**src/rtl/game_life_ctrl.sv**
```systemverilog
// Game-state controller for the sprite/collision mixer: turns character-death
// events into per-character valid flags, score, robot lives and respawn timing.
module game_life_ctrl #(
    parameter int DRAGON_RESPAWN = 60,
    parameter int ROBOT_RESPAWN  = 90,
    parameter int LIVES_INIT     = 3,
    parameter int SCORE_MAX      = 999,
    parameter int TIMER_W        = 8
) (
    input  logic       clk_25Hz,
    input  logic       rst,
    input  logic       tick,
    input  logic       start,
    input  logic [3:0] Event,
    output logic       d_valid,
    output logic       d1_valid,
    output logic       d2_valid,
    output logic       r_valid,
    output logic [9:0] score,
    output logic [1:0] lives,
    output logic       kill_pulse,
    output logic       game_over
);
    typedef enum logic [1:0] {IDLE, PLAY, ROBOT_DOWN, GAME_OVER} state_t;

    localparam logic [TIMER_W-1:0] D_RELOAD = TIMER_W'(DRAGON_RESPAWN);
    localparam logic [TIMER_W-1:0] R_RELOAD = TIMER_W'(ROBOT_RESPAWN);
    localparam logic [TIMER_W-1:0] T_ONE    = TIMER_W'(1);
    localparam logic [1:0]         L_INIT   = 2'(LIVES_INIT);
    localparam logic [9:0]         S_MAX    = 10'(SCORE_MAX);

    state_t             state, state_n;
    logic [3:0]         ev_q, new_q;
    // dval[2] is dragon0 ... dval[0] is dragon2, lining up with Event[3:1]
    logic [2:0]         dval, dval_n;
    logic               rval, rval_n;
    logic [TIMER_W-1:0] dtmr   [3];
    logic [TIMER_W-1:0] dtmr_n [3];
    logic [TIMER_W-1:0] rtmr, rtmr_n;
    logic [9:0]         score_n;
    logic [1:0]         lives_n;
    logic               kill_n;
    logic [2:0]         dkill;
    logic [1:0]         kill_cnt;

    function automatic logic [9:0] sat_add(input logic [9:0] a, input logic [1:0] b);
        logic [10:0] sum;
        sum = {1'b0, a} + {9'b0, b};
        if (sum > {1'b0, S_MAX}) return S_MAX;
        return sum[9:0];
    endfunction

    always_comb begin
        state_n  = state;
        dval_n   = dval;
        rval_n   = rval;
        dtmr_n   = dtmr;
        rtmr_n   = rtmr;
        score_n  = score;
        lives_n  = lives;
        kill_n   = 1'b0;
        dkill    = '0;
        kill_cnt = '0;
        case (state)
            IDLE, GAME_OVER: begin
                if (start) begin
                    state_n = PLAY;
                    dval_n  = '1;
                    rval_n  = 1'b1;
                    score_n = '0;
                    lives_n = L_INIT;
                    for (int k = 0; k < 3; k++) dtmr_n[k] = '0;
                    rtmr_n  = '0;
                end
            end
            PLAY, ROBOT_DOWN: begin
                dkill = new_q[3:1] & dval;
                // A death in the same cycle as a tick reloads instead of decrementing
                for (int k = 0; k < 3; k++) begin
                    if (dkill[k]) begin
                        dval_n[k] = 1'b0;
                        dtmr_n[k] = D_RELOAD;
                    end else if (tick && dtmr[k] != '0) begin
                        dtmr_n[k] = dtmr[k] - T_ONE;
                        if (dtmr[k] == T_ONE) dval_n[k] = 1'b1;
                    end
                end
                kill_cnt = 2'(dkill[0]) + 2'(dkill[1]) + 2'(dkill[2]);
                if (kill_cnt != 2'd0) begin
                    score_n = sat_add(score, kill_cnt);
                    kill_n  = 1'b1;
                end
                if (state == PLAY) begin
                    if (new_q[0] && rval) begin
                        rval_n = 1'b0;
                        if (lives <= 2'd1) begin
                            state_n = GAME_OVER;
                            lives_n = 2'd0;
                            dval_n  = '0;
                        end else begin
                            state_n = ROBOT_DOWN;
                            lives_n = lives - 2'd1;
                            rtmr_n  = R_RELOAD;
                        end
                    end
                end else if (tick && rtmr != '0) begin
                    rtmr_n = rtmr - T_ONE;
                    if (rtmr == T_ONE) begin
                        rval_n  = 1'b1;
                        state_n = PLAY;
                    end
                end
            end
            default: state_n = IDLE;
        endcase
    end

    always_ff @(posedge clk_25Hz or negedge rst) begin
        if (!rst) state <= IDLE;
        else      state <= state_n;
    end

    always_ff @(posedge clk_25Hz or negedge rst) begin
        if (!rst) begin
            ev_q       <= '0;
            new_q      <= '0;
            dval       <= '0;
            rval       <= 1'b0;
            for (int k = 0; k < 3; k++) dtmr[k] <= '0;
            rtmr       <= '0;
            score      <= '0;
            lives      <= L_INIT;
            kill_pulse <= 1'b0;
            game_over  <= 1'b0;
        end else begin
            // rising-edge detect stage: only newly asserted death bits act
            ev_q       <= Event;
            new_q      <= Event & ~ev_q;
            // game state stage
            dval       <= dval_n;
            rval       <= rval_n;
            dtmr       <= dtmr_n;
            rtmr       <= rtmr_n;
            score      <= score_n;
            lives      <= lives_n;
            kill_pulse <= kill_n;
            game_over  <= (state_n == GAME_OVER);
        end
    end

    assign d_valid  = dval[2];
    assign d1_valid = dval[1];
    assign d2_valid = dval[0];
    assign r_valid  = rval;
endmodule
```
**config.mk**
```make
export PLATFORM = sky130hd
export DESIGN_NAME = game_life_ctrl
export DESIGN_NICKNAME = d
export VERILOG_FILES = /design/src/rtl/game_life_ctrl.sv
export SDC_FILE = /design/constraint.sdc
export NUM_CORES = 1
export LEC_CHECK = 0
export CAP_MARGIN = 20
export CORE_ASPECT_RATIO = 0.9
export CORE_MARGIN = 2
export CORE_UTILIZATION = 30
export CTS_CLUSTER_DIAMETER = 30
export DETAILED_ROUTE_END_ITERATION = 12
export PLACE_DENSITY_LB_ADDON = 0.15
export SLEW_MARGIN = 40
export SYNTH_ARGS = -nofsm -noshare
export SYNTH_HDL_FRONTEND = slang
export SYNTH_SLANG_ARGS = --single-unit
```
**constraint.sdc**
```tcl
create_clock -name clk_25Hz -period 7.4 [get_ports clk_25Hz]
set_clock_uncertainty 0.15 [all_clocks]
set_input_delay 0.74 -clock clk_25Hz [delete_from_list [all_inputs] [get_ports clk_25Hz]]
set_output_delay 0.74 -clock clk_25Hz [all_outputs]
set_load 0.03 [all_outputs]
```
=== After elaboration in Yosys (flattened, before gate mapping) ===
Cells that the tools add are included.

* Bitwise operators: 3
* Magnitude comparators: 2
* Equality and inequality tests: 19
* Mux-type cells: 56
* Reduce and logical (&&, ||, !) cells: 20
* Add/subtract/negate cells: 8

{| class="wikitable"
|+ Operators by type and width
! cell !! number
|-
| $mux 8 || 11
|-
| $pmux 24 s2 || 1
|-
| $mux 10 || 4
|-
| $eq 8x1->1 const B || 4
|-
| $reduce_bool 8->1 || 4
|-
| $sub 8x1->8 const B || 4
|-
| $mux 24 || 1
|-
| $ne 3x3->1 const B || 7
|-
| $mux 1 || 20
|-
| $pmux 10 s2 || 1
|-
| $mux 2 || 9
|-
| $pmux 8 s2 || 1
|-
| $mux 3 || 4
|-
| $add 10x2->11 || 1
|-
| $gt 11x10->1 const B || 1
|-
| $ne 2x2->1 const B || 4
|-
| $pmux 2 s2 || 2
|-
| $reduce_and 2->1 || 4
|-
| $reduce_and 4->1 || 2
|-
| $eq 2x2->1 const B || 3
|-
| $pmux 3 s2 || 1
|-
| $logic_and 1x1->1 || 5
|-
| $and 4x4->4 || 1
|-
| $not 4->4 || 1
|-
| 11 further kinds || 12
|}

* Bits of input ports: 8
* Output and inout bits: 18
* Register bits: 60

=== Depth between registers and ports, before layout ===
* Depth in word-level cells: 11
* Mapped depth: 13
* Mapped depth without buffers: 11

=== Least setup slack after synthesis ===
OpenSTA, ideal clock, no wires.

* Kind: register to register
* Start: register dval[2]
* End: register score[3]
* Arrival: 3482 ps
* Slack: 3650 ps
* Stages on the path, launching flop included: 13
* Library setup time: 118 ps
* Period minus slack after synthesis: 3750 ps
* Data required time: 7132 ps
* Path through: dfrtp_1 > and2_1 > clkbuf_1 > xnor2_1 > ha_1 > ha_1 > fa_1 > clkbuf_1 > or4_1 > a21o_1 > a2111oi_4 > a211oi_1 > a21o_1

* Word-level cells in the longest chain between the ends: 10
* Elaborated cells between the ends (all ways): 13
* Those cells by class: add/sub (2); order compare (1); eq/ne (1); mux (6); bitwise (1); reduce/logical (2)

{| class="wikitable"
|+ Ends and longest elaborated chain
! what !! RTL line !! source
|-
| start: declaration || 35 || <nowiki>logic [2:0] dval, dval_n;</nowiki>
|-
| start signal: assignment || 140 || <nowiki>dval <= dval_n;</nowiki>
|-
| $and 3x3->3 * || 77 || <nowiki>dkill = new_q[3:1] & dval;</nowiki>
|-
| $add 2x1->2 * || 88 || <nowiki>kill_cnt = 2'(dkill[0]) + 2'(dkill[1]) + 2'(dkill[2]);</nowiki>
|-
| $add 10x2->11 || 48 || <nowiki>sum = {1'b0, a} + {9'b0, b};</nowiki>
|-
| $gt 11x10->1 || 49 || <nowiki>if (sum > {1'b0, S_MAX}) return S_MAX;</nowiki>
|-
| $mux 1 || 49 ||
|-
| $mux 1 || 89 || <nowiki>if (kill_cnt != 2'd0) begin</nowiki>
|-
| $mux 1 || 64 || <nowiki>case (state)</nowiki>
|-
| $mux 10 || 50 || <nowiki>return sum[9:0];</nowiki>
|-
| $mux 10 || 89 ||
|-
| $pmux 10 s2 || 64 ||
|-
| end signal: assignment || 144 || <nowiki>score <= score_n;</nowiki>
|-
| end: declaration || 19 || <nowiki>output logic [9:0] score,</nowiki>
|}

Every way passes the cells marked *; elsewhere a longest branch is shown, timed or not. The select of a mux whose other input is x is not followed.
A chain may end at the register's enable or synchronous reset.

=== Worst setup path after layout ===
Same ends and word-level chain as after synthesis.

==> impl_results.md <==
- DR WL/cell: 15.7 µm
- GRT overflow: 0
- Initial antenna violation count: 0
- Slew @ Worst Pin: ~0.76 ns
- WP data arrival: around 3.8 ns
- Fin crit period: 3.71 ns
- Routed vias/inst: 5.16
- Pre-Repair DR Iteration Count: 4
- Yosys top cell area share: 41.9%
- Initial DRC count: 222
- Vias post-DR: roughly 3k
- Synthesized Nets: 411
- Die X: 117 µm
- Mapped Cells: slightly below 400
- Post-synthesis sequential area ratio: 43.5%
- Total die area: 12,400 µm²
- Final hold slack: approximately 0.24 ns
- Nets: 438
- Setup bufs post-CTS: 0
- Fraction of registers with async set or reset after synthesis: 100%
- ANT nets after route: 0
- Post-synth EDFFs: 0
- Post-Syn Area per Cell: 8.94 µm²
- Type of the worst setup path: register to register
- Detailed Place HPWL: 5970 µm
- Top cell type by total area after synthesis: dfrtp_1
- CTS root buffer: clkbuf_16
- Fillers: 1,167
- Tot Pwr: roughly 1800 µW
- Cell Count, Final, Fillers Out: 575
- Setup TNS: 0 ns
- Area grow syn2layout: 19.7%
- Layout cells sized above 1: approximately 6.4%
- Die height: 106 µm
- PostCTS Resize Cnt: 0
- Post-synthesis cell type count: 54
- Max clock buf depth: 2
- Vias in the first global route: 2,932
- Synth warnings: 0
- # DRC: 0
- Pwr per Cell Area: between 400 and 500 nW/µm²
- Placed Instances: 559
- R2r startpoint: dval[2]
- Flops & latches, synth: 60
- Min-Delay Path Class: register to register
- # H-tree levels: 3
- Worst hold start: ev_q[3]
- Tcrit/Tclk final: ~50%
- Fin. Hold Viols: 0
- CP Launch Type: register
- Cell area after synthesis: 3460 µm²
- CTS hold repair buffers: 0
- WP data required: between 7 and 8 ns
- Count of final setup violators: 0
- Initial core utilization: 30.5%
- DRT Wirelength: 9000 µm
- Critical path capture point type: register
- Port-buffer cells: 25
- Unrepaired setup endpoints after global routing: no
- FMAX: between 0.2 and 0.3 GHz
- Core Region: 11,300 µm²
- GRT Resource Usage Total: roughly 16%
- Routability congestion estimate: between 0.7 and 0.8
- MaxCap Viol Count: 0
- Max VDD drop: 0.123 mV
- Leak: 0.00174 µW
- Diodes inserted: 0
- Prevailing post-synth register cell: dfrtp_1
- Largest net degree at the start of global routing: 61
- Global-route wire length before repair: between 15,000 and 20,000 µm
- Slew Limit Fails: 0
- Max transition margin: 49.0%
- Top cells by area, synth: dfrtp_1 42%, ha_1 5.4%, nand2_1 4.2%
- Top Ports: 26
- Clock latency on the worst-skew pair: 0.32 ns
- Worst-path fanout max: 9
- CTS tree: done
- Worst-path clk slew: 0.05 ns
- Status: completed
- Inserted Clock Buffers: 9
- # rows: 37
- Worst setup path start: dval[2]
- Sink Count: 60
==> flip-flops by register name (all words and copies together) (netlist names) <==
signal / cells
dtmr: 24
score: 10
rtmr: 8
ev_q: 4
new_q: 4
dval: 3
lives: 2
state: 2
game_over: 1
kill_pulse: 1
r_valid: 1
==> Yosys cell counts, drive strengths merged (2+ instances only) <==
cell and count:
a41o 2, clkbuf 10, nor2b 6, and3 3
nor4b 2, inv 24, o21ai 43, o22ai 3
mux2i 6, mux2 3, dfstp 2, a31oi 5
a22o 6, a311oi 7, nand2 39, ha 15
nand4b 2, nor2 31, a21oi 28, o2111ai 2
o31ai 2, xnor2 2, nand3b 2, buf 3
o21a 3, xor2 4, o41ai 2, nor3 12
or4 4, a211oi 4, dfrtp 58, nand4 7
nor3b 3, nor4 6, a21o 5, nand3 14
nand2b 3
==> path summary, 6_finish.rpt <==
path | to | cells after the start | slack [ns]
setup / recovery | score[3] | 10 | 3.69
max in group asynchronous | dtmr[22] | 2 | 6.35
hold / removal | new_q[3] | 1 | 0.24
min in group asynchronous | state[0] | 2 | 0.35
setup reg to reg | score[3] | 10 | 3.69
hold reg to reg | new_q[3] | 1 | 0.24
==> critical path: stages (launching register included) <==
cell	delay, ns
dfrtp_1	0.38
and2_1	0.35
xnor2_1	0.13
ha_1	0.31
ha_1	0.23
fa_1	0.51
or4_1	0.53
a21o_1	0.19
a2111oi_4	0.54
a211oi_1	0.10
a21o_1	0.17
==> through the flow <==
stage | cell area [µm²] | util [%] | setup WS (ns)
after floorplan | 3460 | - | 3.65
after global placement | 3880 | 34.2 | 3.77
after detailed placement | 3880 | 34.2 | 3.72
after CTS | 4140 | 36.5 | 3.71
after global routing | 4140 | 36.5 | 3.47
final | 4140 | 36.5 | 3.69
==> layout by cell type, fill, tap and decap left out, drive strengths merged, types with 3 or more instances in the layout <==
cell type / count
mux2i: 6
nand2b: 3
nor2: 31
a21oi: 28
nand3: 14
and3: 3
dfrtp: 58
a311oi: 7
inv: 24
or4: 4
ha: 15
a22o: 6
clkbuf: 16
a21o: 5
xor2: 4
o21ai: 43
nand2: 39
nor3: 12
buf: 5
o22ai: 3
clkdlybuf4s50: 24
a211oi: 4
o21a: 3
nor4: 6
mux2: 3
nor2b: 6
a31oi: 5
nor3b: 3
nand4: 7
==> power by group <==
| group | switching, µW | total (µW) | internal, µW |
|---|---|---|---|
| clock network | 138 | 374 | 236 |
| registers | 135 | 582 | 447 |
| logic | 525 | 852 | 327 |
| total | 798 | 1810 | 1010 |
==> metal layers <==
layer	vias up	share of wire, %	GRT usage (%)
met2	46	47	24.0
met5	-	0	0
met3	9	3.7	3.93
li1	1474	-	-
met4	0	0.91	4.29
met1	1436	48	22.2
==> kinds of logic after synthesis <==
family          synth area share (%)
xor+xnor                        1.52
simple gates                    19.9
flops                           43.5
mux                             2.71
compound gates                  22.3
fa+ha+maj                       6.00
buf+inv                         4.12
==> cell type report <==
| class | instances | area [µm²] | area share [%] |
|---|---|---|---|
| clock buffer | 16 | 262 | 6.31 |
| timing repair buffer | 29 | 279 | 6.73 |
| sequential | 60 | 1500 | 36.3 |
| tap | 156 | 195 | 4.71 |
| multi-input combinational | 290 | 1810 | 43.8 |
| inverter | 24 | 90.1 | 2.17 |
(Power assumes the default switching activity.)
